## src/rtl/gio_debouncer.sv

```systemverilog
`default_nettype none
// ============================================================================
//  Module      : gio_debouncer
//  Description : Eight independent switch/key debouncers. Each raw pin is
//                optionally inverted, synchronized through two flops, and
//                accepted as a new stable level only after it has disagreed
//                with the current stable level for DEBOUNCE_CYCLES
//                consecutive clocks. Registered press/release strobes and a
//                CPU-clearable sticky press record are derived from the
//                stable levels.
//  Revision    : 1.0 - initial release
// ============================================================================
module gio_debouncer #(
    parameter int          DEBOUNCE_CYCLES = 500000,
    parameter int          CNT_W           = 20,
    parameter logic [7:0]  ACTIVE_LOW_MASK = 8'h00
) (
    input  logic        clk,
    input  logic        reset,          // synchronous, active low
    input  logic [7:0]  raw_pins,
    input  logic [7:0]  clear_events,
    output logic [7:0]  GIO_pins,
    output logic [7:0]  press_pulse,
    output logic [7:0]  release_pulse,
    output logic [7:0]  press_latch
);

    // Terminal count: the last value the counter may hold before the new
    // level is accepted. Sized to the counter so the compare is width-exact.
    localparam logic [CNT_W-1:0] c_LAST = CNT_W'(DEBOUNCE_CYCLES - 1);

    logic [7:0] r_sync1;
    logic [7:0] r_sync2;
    logic [7:0] w_stable;
    logic [7:0] w_rise;
    logic [7:0] w_fall;
    logic [7:0] r_gio;
    logic [7:0] r_press;
    logic [7:0] r_release;
    logic [7:0] r_latch;

    // Two-flop synchronizer; polarity is normalized before the first flop
    // so that every later stage sees "1 = pressed".
    always_ff @(posedge clk) begin
        if (!reset) begin
            r_sync1 <= 8'h00;
            r_sync2 <= 8'h00;
        end else begin
            r_sync1 <= raw_pins ^ ACTIVE_LOW_MASK;
            r_sync2 <= r_sync1;
        end
    end

    genvar gi;
    generate
        for (gi = 0; gi < 8; gi++) begin : g_ch
            logic [CNT_W-1:0] r_cnt;
            logic             r_stable;

            // Per-channel qualification counter: any agreement with the
            // stable level discards the partial count; reaching the terminal
            // count while still disagreeing commits the new level.
            always_ff @(posedge clk) begin
                if (!reset) begin
                    r_cnt    <= '0;
                    r_stable <= 1'b0;
                end else if (r_sync2[gi] == r_stable) begin
                    r_cnt    <= '0;
                end else if (r_cnt == c_LAST) begin
                    r_cnt    <= '0;
                    r_stable <= r_sync2[gi];
                end else begin
                    r_cnt    <= r_cnt + 1'b1;
                end
            end

            assign w_stable[gi] = r_stable;
        end
    endgenerate

    // Edges of the stable level, measured against the previously published
    // level so the published level and its strobe appear on the same cycle.
    assign w_rise = w_stable & ~r_gio;
    assign w_fall = ~w_stable & r_gio;

    // Output stage: published levels, one-cycle strobes, and the sticky
    // press record where a new press outranks a coincident CPU clear.
    always_ff @(posedge clk) begin
        if (!reset) begin
            r_gio     <= 8'h00;
            r_press   <= 8'h00;
            r_release <= 8'h00;
            r_latch   <= 8'h00;
        end else begin
            r_gio     <= w_stable;
            r_press   <= w_rise;
            r_release <= w_fall;
            r_latch   <= (r_latch & ~clear_events) | w_rise;
        end
    end

    assign GIO_pins      = r_gio;
    assign press_pulse   = r_press;
    assign release_pulse = r_release;
    assign press_latch   = r_latch;

endmodule
`default_nettype wire

```

## config.mk

```make
export PLATFORM = sky130hd
export DESIGN_NAME = gio_debouncer
export DESIGN_NICKNAME = d
export VERILOG_FILES = /design/src/rtl/gio_debouncer.sv
export SDC_FILE = /design/constraint.sdc
export NUM_CORES = 1
export LEC_CHECK = 0
export BUFFER_PORTS_ARGS = -buffer_cell sky130_fd_sc_hd__buf_2
export CELL_PAD_IN_SITES_DETAIL_PLACEMENT = 1
export CELL_PAD_IN_SITES_GLOBAL_PLACEMENT = 1
export CORE_MARGIN = 10
export CORE_UTILIZATION = 45
export CTS_CLUSTER_DIAMETER = 50
export DETAILED_ROUTE_END_ITERATION = 10
export GPL_TIMING_DRIVEN = 1
export PLACE_DENSITY_LB_ADDON = 0.12
export SYNTH_ARGS = -nofsm -noshare
export SYNTH_HDL_FRONTEND = slang
export SYNTH_SLANG_ARGS = --single-unit
```

## constraint.sdc

```tcl
create_clock -name clk -period 2.2 [get_ports clk]
set_input_delay 0.55 -clock clk [delete_from_list [all_inputs] [get_ports clk]]
set_output_delay 0.55 -clock clk [all_outputs]
set_load 0.005 [all_outputs]
```

### Word level (Yosys, flattened, before mapping)

Index checks and enable logic that the tools add are counted.

| cells by class | value |
|---|---|
| add/sub/neg operators | 8 |
| $mul | 0 |
| divide/modulo/power cells | 0 |
| $lt $le $gt $ge | 0 |
| equal/unequal tests | 16 |
| shift operators | 0 |
| mux-type cells | 0 |
| bitwise gates (word level) | 16 |
| reduce and logical (&&, ||, !) cells | 16 |

Operator list:

| operator | number |
|---|---|
| 20-bit by 1-bit adder with 20-bit output (second input constant) | 8 |
| 20-bit by 19-bit == test with 1-bit output (second input constant) | 8 |
| 8-bit bitwise AND | 3 |
| 8-bit NOT | 3 |
| 3-bit OR reduction | 8 |
| 2-bit AND reduction | 8 |
| 1-bit NOT | 9 |
| 1-bit == test | 8 |
| 8-bit OR | 1 |

| word-level totals | value |
|---|---|
| bits in registers | 216 |
| bits in latches | 0 |
| RAM bits | 0 |
| ROM bits | 0 |
| input port bits | 18 |
| output and inout port bits | 32 |
| word-level logic and storage cells | 78 |
| memories kept | 0 |

### Logic depth before layout (Yosys ltp)

Gate-level depths: netlist of run 1.

| logic depth | value |
|---|---|
| depth in word-level cells | 3 |
| mapped depth | 7 |
| depth with buffers taken out | 5 |

### Worst setup path after synthesis of run 1

Ideal clock, no wire load.

| timing | value |
|---|---|
| path kind | register to register |
| start | reg g_ch[7].r_cnt[0] |
| end | reg g_ch[7].r_cnt[10] |
| library setup time | 128 ps |
| data arrival time | 1762 ps |
| required time | 2072 ps |
| setup slack | 310 ps |
| cell stages (with the launch flop) | 8 |
| path buffers | 2 |
| clock period less this slack | 1890 ps |
| path through | dfxtp_1 -> ha_1 -> and3_1 -> buf_2 -> nand4_1 -> o21bai_1 -> clkbuf_1 -> nor2_1 |

| between the ends | value |
|---|---|
| longest elaborated chain between the ends | 2 |
| elaborated cells between the ends (all ways) | 3 |
| classes of those cells | add/sub: 1; eq/ne: 1; reduce/logical: 1 |

Ends and longest elaborated chain:

| element | line | source |
|---|---|---|
| from (decl) | 57 | `logic [CNT_W-1:0] r_cnt;` |
| from (signal assigned) | 73 | `r_cnt <= r_cnt + 1'b1;` |
| parallel branches: the longest is 2 deep, another holds 20-bit by 1-bit adder with 20-bit output | - |  |

Parallel ways; which one is timed is not known.
A chain may end at the register's enable or synchronous reset.

### Worst setup path after layout of run 1

| timing | value |
|---|---|
| start | reg g_ch[1].r_cnt[0] |
| end | reg g_ch[1].r_cnt[18] |

| between the ends | value |
|---|---|
| longest elaborated chain between the ends | 2 |
| elaborated cells between the ends (all ways) | 3 |
| classes of those cells | add/sub: 1; eq/ne: 1; reduce/logical: 1 |

Ends and longest elaborated chain:

| element | line |
|---|---|
| from (decl) | 57 |
| from (signal assigned) | 73 |
| parallel branches: the longest is 2 deep, another holds 20-bit by 1-bit adder with 20-bit output | - |

Parallel ways; which one is timed is not known.

==> metrics.cfg, run 1 <==
[grt]
overflow = 0
use_met3 = 0.0248
grt_util_all_layers = 0.160
grt_pass1_vias = 7444
grt-busiest-layer = met2
gr-usage-met2 = 0.276
grt_pass1_wl_mm = 36.0
grt_start_max_net_pins = 34
met1_usage = 0.201
antenna_found_initial = 0

[layout]
fin_area_um2 = 10700
layout_commonest_cell = dfxtp_1
num-fill-cells = 2290
area_growth_pct = 20.1
final_cell_mix = dfxtp_1 (216), nor2_1 (147), nand2_1 (67)
finish.utilization = 0.549
fin_nets = 1114
drive_gt1_frac = 0.134
antenna_cells = 0

[timing]
slew_headroom = 0.726
skew_ns = 0.00980
post-route-period-util = 0.939
tightest_slew_ns = 0.411
hold_violations = 0
setup_viol = 0
max_freq_mhz = 484
fin_crit_ns = 2.07
maxSlewViolCount = 0
setup_tns_ns = 0

[detailed_routing]
wl_mm = 20.7
wl_per_cell_um = 15.0
drt_iter0_markers = 267
drc = 0
ant_nets = 0
viasPerCell = 5.33
vias = 7322
firstDrtPassIters = 4

[place]
placed_area_um2 = 9620
gp_congestion = 0.771
place_hpwl_mm = 13.8
io_buffers = 49

[worst_setup_path]
worstPathArrival_ns = 2.53
reg2reg_setup_slack_ns = 0.13
cp_max_fo = 5
crit_type = reg2reg
cp-start-kind = register
rr_worst_depth = 5
r2r_start = g_ch[1].r_cnt[0]
timing.rr.end = g_ch[1].r_cnt[18]
crit_required_ns = 2.66
end_kind = register

[floorplan]
die_w_um = 161
io_pins = 50
start_util = 0.457
core_um2 = 19500
die_h_um = 161
rows = 51
dieArea_um2 = 25800

[yosys]
syn_area_um2 = 8900
yosys_warnings = 0
yosysSeqAreaShare = 0.486
synth-async-reset-ratio = 0
synthesis.nets = 1027
synth-main-ff-cell = dfxtp_1
syn_avg_cell_area_um2 = 8.89
ys_types = 43
synth_edf_count = 0
ys_ff_latch = 216
synth_cells = 1001

[power_and_ir_drop]
powerDensity_nw_per_um2 = 853
p_leak_nw = 3.64
irDropWorstVdd_uv = 653
power_mw = 9.12

[clocking]
htree_levels = 1
clock_path_buffers = 3
clk_pin_slew_ns = 0.06
cts-root-buf = clkbuf_16
cts_sinks = 216
cts_buffers = 28
cts_hold_buf = 0
cts_tree = built
clock_latency_ns = 0.54

[hold_path]
hp-start = raw_pins[3]
holdPathEnd = r_sync1[3]
hold_path_class = in2reg
worstHoldPathCells = 2

[run]
max_cap_viol_count = 0

[run_status]
outcome = finished, final reports clean

[repair_timing]
action                     in CTS  in global routing
setup buffers                   0                  2
setup endpoints to repair       0                  3
gates resized for setup         0                  2
[layout make-up]
cell class | instances | area [µm²] | share of cell area
inverter | 43 | 161 | 0.0151
timing repair buffer | 80 | 503 | 0.0470
tap | 265 | 332 | 0.0310
clock buffer | 33 | 781 | 0.0730
sequential | 216 | 4320 | 0.404
clock inverter | 18 | 269 | 0.0252
multi-input combinational | 719 | 4320 | 0.404
[power by group]
part,leakage (nW),internal (mW),switching (mW)
registers,1.74,3.93,0.0110
clock network,0.505,3.25,1.82
logic,1.39,0.0420,0.0599
[worst max path at each step]
stage	from	to	slack [ns]	depth (start not counted)
6_report	g_ch[1].r_cnt[0]	g_ch[1].r_cnt[18]	0.13	5
5_1_grt	g_ch[3].r_cnt[0]	g_ch[3].r_cnt[18]	-0.005	5
4_1_cts	g_ch[3].r_cnt[0]	g_ch[3].r_cnt[18]	0.10	5
3_5_place_dp	g_ch[3].r_cnt[0]	g_ch[3].r_cnt[18]	0.12	5
3_3_place_gp	g_ch[3].r_cnt[12]	g_ch[3].r_cnt[11]	0.23	5
2_1_floorplan	g_ch[7].r_cnt[0]	g_ch[7].r_cnt[10]	0.31	7
[cell families (layout without fill, tap and decap cells)]
family,after synthesis,count (layout),synth area share
muxes,1,1,0.00112
DFF,216,216,0.486
and+or+nand+nor,492,492,0.295
adders and majority gates,8,8,0.0112
AOI/OAI and AO/OA,107,107,0.0677
xor gates and xnor gates,111,111,0.109
buffers and inverters,66,174,0.0298
[critical path, stage by stage, from the launching register on]
cell     delay [ns]
dfxtp_1        0.39
ha_1           0.24
nand3_1        0.18
or4_4          0.59
or4_1          0.42
a21oi_1        0.16
[flip-flops by register name, summed over array words and instances, names as in the netlist]
signal and cells:
release_pulse 8, g_ch.r_stable 8, press_latch 8, press_pulse 8, r_sync2 8, GIO_pins 8, r_sync1 8, g_ch.r_cnt 160
[metrics by stage]
stage | hold WS, ns | std cells | setup slack [ns]
finish | 0.215 | 1374 | 0.134
global route | 0.212 | 1374 | -0.00462
CTS | 0.193 | 1372 | 0.104
detailed placement | 0.425 | 1321 | 0.117
global placement | 0.419 | 1321 | 0.227
floorplan | 0.412 | 1001 | 0.310
[per-layer routing]
metal,vias to the layer above,share of wire,wire length (µm)
met2,65,0.48,10000
li1,3682,-,-
met5,-,0,0
met3,34,0.027,564
met1,3541,0.47,9670
met4,0,0.021,433
[Yosys cell counts (all sizes together), types with 8 or more instances]
| cell | count | share of area |
|---|---|---|
| nor2 | 147 | 0.062 |
| nand3b | 10 | 0.0084 |
| and3 | 12 | 0.0084 |
| nand4 | 47 | 0.037 |
| or3 | 35 | 0.025 |
| nor4b | 10 | 0.0098 |
| o21ai | 41 | 0.023 |
| nor3 | 23 | 0.013 |
| and2 | 17 | 0.012 |
| nand3 | 52 | 0.029 |
| clkbuf | 17 | 0.0074 |
| o31ai | 11 | 0.0093 |
| a21oi | 46 | 0.026 |
| nor4 | 18 | 0.013 |
| nand2 | 67 | 0.028 |
| or4 | 25 | 0.022 |
| ha | 8 | 0.011 |
| xor2 | 46 | 0.045 |
| and4 | 13 | 0.013 |
| inv | 43 | 0.018 |
| dfxtp | 216 | 0.49 |
| xnor2 | 65 | 0.064 |
No activity file was read; power rests on OpenSTA's default activity.
==> inputs of run 2 (changes only) <==
--- a/config.mk
+++ b/config.mk
@@ -5,14 +5,15 @@
 export SDC_FILE = /design/constraint.sdc
 export NUM_CORES = 1
 export LEC_CHECK = 0
-export BUFFER_PORTS_ARGS = -buffer_cell sky130_fd_sc_hd__buf_2
 export CELL_PAD_IN_SITES_DETAIL_PLACEMENT = 1
 export CELL_PAD_IN_SITES_GLOBAL_PLACEMENT = 1
 export CORE_MARGIN = 10
 export CORE_UTILIZATION = 45
 export CTS_CLUSTER_DIAMETER = 50
 export DETAILED_ROUTE_END_ITERATION = 10
+export DONT_BUFFER_PORTS = 1
 export GPL_TIMING_DRIVEN = 1
+export HOLD_SLACK_MARGIN = 0.03
 export PLACE_DENSITY_LB_ADDON = 0.12
 export SYNTH_ARGS = -nofsm -noshare
 export SYNTH_HDL_FRONTEND = slang
==> metrics.cfg, run 2 (synthesis gave the netlist of run 1 again) <==
[power_and_ir_drop]
powerDensity_nw_per_um2 = 844
irDropWorstVdd_uv = 616
p_leak_nw = 3.34

[timing]
max_freq_mhz = 491
skew_ns = 0.0100
setup_viol = 0
post-route-period-util = 0.926
rsz0062_at_grt = false
setup_tns_ns = 0
fin_crit_ns = 2.04
hold_violations = 0
slew_headroom = 0.735
tightest_slew_ns = 0.393
maxSlewViolCount = 0

[detailed_routing]
wl_per_cell_um = 14.9
firstDrtPassIters = 4
ant_nets = 0
vias = 7005
viasPerCell = 5.30
drc = 0
drt_iter0_markers = 212
wl_mm = 19.7

[place]
dp_cells = 1269
io_buffers = 0
place_hpwl_mm = 13.5
gp_congestion = 0.750

[clocking]
cts_hold_buf = 0
htree_levels = 1
post_cts_buffers = 0
cts-root-buf = clkbuf_16
clk_pin_slew_ns = 0.06
cts_tree = built
cts_sinks = 216
ctsResizeCount = 0
cts_buffers = 29
clock_path_buffers = 3
clock_latency_ns = 0.53

[hold_path]
hold_path_class = in2reg
hp-start = reset

[worst_setup_path]
cp-start-kind = register
end_kind = register
r2r_start = g_ch[1].r_cnt[0]
crit_type = reg2reg
worstPathArrival_ns = 2.49
crit_required_ns = 2.65
cp_max_fo = 5
worstSetupStartpoint = g_ch[1].r_cnt[0]

[grt]
grt_pass1_vias = 7094
grt_start_max_net_pins = 53
grt_pass1_wl_mm = 34.0
overflow = 0
grt_util_all_layers = 0.151
antenna_found_initial = 0

[layout]
fin_cells = 1322
fin_nets = 1061
largest_register = g_ch.r_cnt
final_cell_mix = dfxtp_1 (216), nor2_1 (147), nand2_1 (67)
layout_commonest_cell = dfxtp_1
antenna_cells = 0
largest_reg_flops = 160
drive_gt1_frac = 0.0899
area_growth_pct = 15.8

[run_status]
outcome = finished, final reports clean

[floorplan]
rows = 51
io_pins = 50
core_um2 = 19500
dieArea_um2 = 25800
die_w_um = 161
start_util = 0.457
die_h_um = 161

[run]
max_cap_viol_count = 0

-- run 2: worst max-delay path, cell delays in order, from the launching register on --
cell and delay, ns:
dfxtp_1 0.39, ha_1 0.24, nand3_1 0.15, or4_1 0.61
or4_1 0.42, a21oi_1 0.16
-- run 2: layout make-up --
cell class,count,area [µm²]
tap,265,332
clock inverter,22,230
inverter,43,161
fill,2262,9150
multi-input combinational,719,4310
sequential,216,4320
timing repair buffer,26,195
clock buffer,31,753
-- run 2: power by group --
group          internal (mW)  leakage [nW]  switching (mW)
Clock                   2.87         0.488            1.83
Sequential              3.93          1.74          0.0116
Combinational         0.0265          1.11          0.0391
Total                   6.83          3.34            1.88
-- run 2: worst paths after layout --
| check | endpoint | slack [ns] | cells after the start |
|---|---|---|---|
| setup / recovery | g_ch[1].r_cnt[18] | 0.16 | 5 |
| hold / removal | release_pulse[0] | 0.15 | 2 |
| setup reg to reg | g_ch[1].r_cnt[18] | 0.16 | 5 |
| hold reg to reg | r_sync2[3] | 0.44 | 1 |
-- run 2: routing by layer --
layer	vias up	part of all wire	GRT usage
met2	63	0.47	0.257
met1	3342	0.47	0.189
met3	30	0.041	0.0330
met5	-	0	0
met4	0	0.016	0.0363
li1	3570	-	-
-- run 2: metrics by stage --
step | area (µm²) | power [mW] | setup WS [ns] | utilization | hold slack, ns
global route | 10300 | 9.02 | 0.0495 | 0.530 | 0.128
finish | 10300 | 8.71 | 0.164 | 0.530 | 0.151
detailed placement | 9330 | 4.10 | 0.187 | 0.479 | 0.428
CTS | 10300 | 8.84 | 0.179 | 0.530 | 0.122
global placement | 9330 | 4.09 | 0.245 | 0.479 | 0.418
floorplan | 8900 | 4.08 | 0.310 | - | 0.412
==> inputs of run 3 (changes only) <==
--- a/config.mk
+++ b/config.mk
@@ -8,7 +8,7 @@
 export CELL_PAD_IN_SITES_DETAIL_PLACEMENT = 1
 export CELL_PAD_IN_SITES_GLOBAL_PLACEMENT = 1
 export CORE_MARGIN = 10
-export CORE_UTILIZATION = 45
+export CORE_UTILIZATION = 30
 export CTS_CLUSTER_DIAMETER = 50
 export DETAILED_ROUTE_END_ITERATION = 10
 export DONT_BUFFER_PORTS = 1
==> metrics.cfg, run 3 (synthesis gave the netlist of run 1 again) <==
[run_status]
outcome = finished, final reports clean

[layout]
final_cell_mix = dfxtp_1 (216), nor2_1 (147), nand2_1 (67)
area_growth_pct = 19.7
fin_area_um2 = 10700
seq_area_um2 = 4320
largest_reg_flops = 160
num-fill-cells = 3403
fin_cells = 1455
drive_gt1_frac = 0.0922
largest_register = g_ch.r_cnt
fin_nets = 1064
multi_input_area_um2 = 4310
layout_commonest_cell = dfxtp_1

[worst_setup_path]
critPathBufInv = 0
crit_slowest_cell = or4_1
critPathMaxStageDelay_ns = 0.61
r2r_start = g_ch[1].r_cnt[0]
crit_family = simple AND/OR/NAND/NOR gates
cp-start-kind = register
reg2reg_setup_slack_ns = 0.16
rr_worst_depth = 5
cpMostUsedCell = or4_1
path_cells = ha_1 > nand3_1 > or4_1 > or4_1 > a21oi_1
crit_type = reg2reg
crit_required_ns = 2.62
worstPathArrival_ns = 2.46
timing.rr.end = g_ch[1].r_cnt[18]
end_kind = register
cp_max_fo = 5

[timing]
rsz0062_at_grt = false
holdWs_ns = 0.175
hold_violations = 0
max_freq_mhz = 490
slew_headroom = 0.678
setup_viol = 0
setup_tns_ns = 0
tightest_slew_ns = 0.478
worst_slack_ns = 0.159
skew_ns = 0.0125
maxSlewViolCount = 0
post-route-period-util = 0.928
fin_crit_ns = 2.04

[floorplan]
core_um2 = 29500
die_h_um = 192
die_w_um = 192
rows = 63
io_pins = 50
dieArea_um2 = 37000
start_util = 0.302

[grt]
grt-busiest-layer = met2
met1_usage = 0.152
use_met3 = 0.0276
grt_pass1_vias = 7201
grt_pass1_wl_mm = 36.5
overflow = 0
grt_start_max_net_pins = 53
gr-usage-met2 = 0.188
antenna_found_initial = 2
grt_util_all_layers = 0.118

[detailed_routing]
wl_mm = 21.2
drc = 0
firstDrtPassIters = 4
wl_per_cell_um = 14.5
vias = 7052
viasPerCell = 4.85
drt_iter0_markers = 301
ant_nets = 0

[clocking]
cts_tree = built
htree_levels = 2
cts_sinks = 216
clock_path_buffers = 3
clk_pin_slew_ns = 0.05
clock_latency_ns = 0.50
cts_hold_buf = 0
cts-root-buf = clkbuf_16
cts_buffers = 34

[place]
placed_area_um2 = 9470
dp_cells = 1390
io_buffers = 0
place_hpwl_mm = 14.6
gp_congestion = 0.717
dp_slack_ns = 0.152

[hold_path]
hold_path_class = in2reg
hp-start = raw_pins[4]
worstHoldPathCells = 1
holdPathEnd = r_sync1[4]

[power_and_ir_drop]
irDropWorstVdd_uv = 448
powerDensity_nw_per_um2 = 887
p_leak_nw = 3.43

[run]
max_cap_viol_count = 0

==> run 3: worst max path at each step <==
| stage | from | end | slack (ns) | depth (start not counted) |
|---|---|---|---|---|
| 3_5_place_dp | g_ch[3].r_cnt[0] | g_ch[3].r_cnt[18] | 0.15 | 5 |
| 2_1_floorplan | g_ch[7].r_cnt[0] | g_ch[7].r_cnt[10] | 0.31 | 7 |
| 6_report | g_ch[1].r_cnt[0] | g_ch[1].r_cnt[18] | 0.16 | 5 |
| 3_3_place_gp | g_ch[3].r_cnt[0] | g_ch[3].r_cnt[16] | 0.18 | 5 |
| 5_1_grt | g_ch[1].r_cnt[0] | g_ch[1].r_cnt[18] | 0.005 | 5 |
| 4_1_cts | g_ch[1].r_cnt[0] | g_ch[1].r_cnt[18] | 0.14 | 5 |
==> run 3: per-layer routing <==
layer	vias to the layer above	wire length (µm)
li1	3587	-
met1	3368	10300
met2	63	9620
met3	34	840
met4	0	438
met5	-	0
==> run 3: area by class of cell <==
class                   count  share of cell area
repair buffers             24              0.0181
clock buffers              45              0.0944
multi-input cells         719               0.405
flip-flops and latches    216               0.406
clock inverters            16              0.0157
well taps                 390              0.0458
inverters                  43              0.0151
diodes                      2            0.000470
==> run 3: metrics by stage <==
step	total power, mW	util
after global routing	9.86	0.362
after CTS	9.65	0.361
after global placement	4.10	0.321
final	9.46	0.362
after detailed placement	4.10	0.321
after floorplan	4.08	-
==> run 3: what timing repair did <==
item | 4_1_cts | 5_1_grt
endpoints found under the setup margin | 0 | 1
gates resized for setup | 0 | 0
setup buffers | 0 | 2
==> run 3: worst reg2reg max path: stages, from the launching register on <==
cell and delay, ns:
dfxtp_1 0.39, ha_1 0.24, nand3_1 0.17, or4_1 0.61
or4_1 0.41, a21oi_1 0.15
==> run 3: report_power, final <==
part / internal [mW] / leakage, nW / total (mW) / switching, mW
clock network: 3.56 / 0.582 / 5.44 / 1.88
registers: 3.94 / 1.74 / 3.95 / 0.0116
logic: 0.0272 / 1.10 / 0.0672 / 0.0400
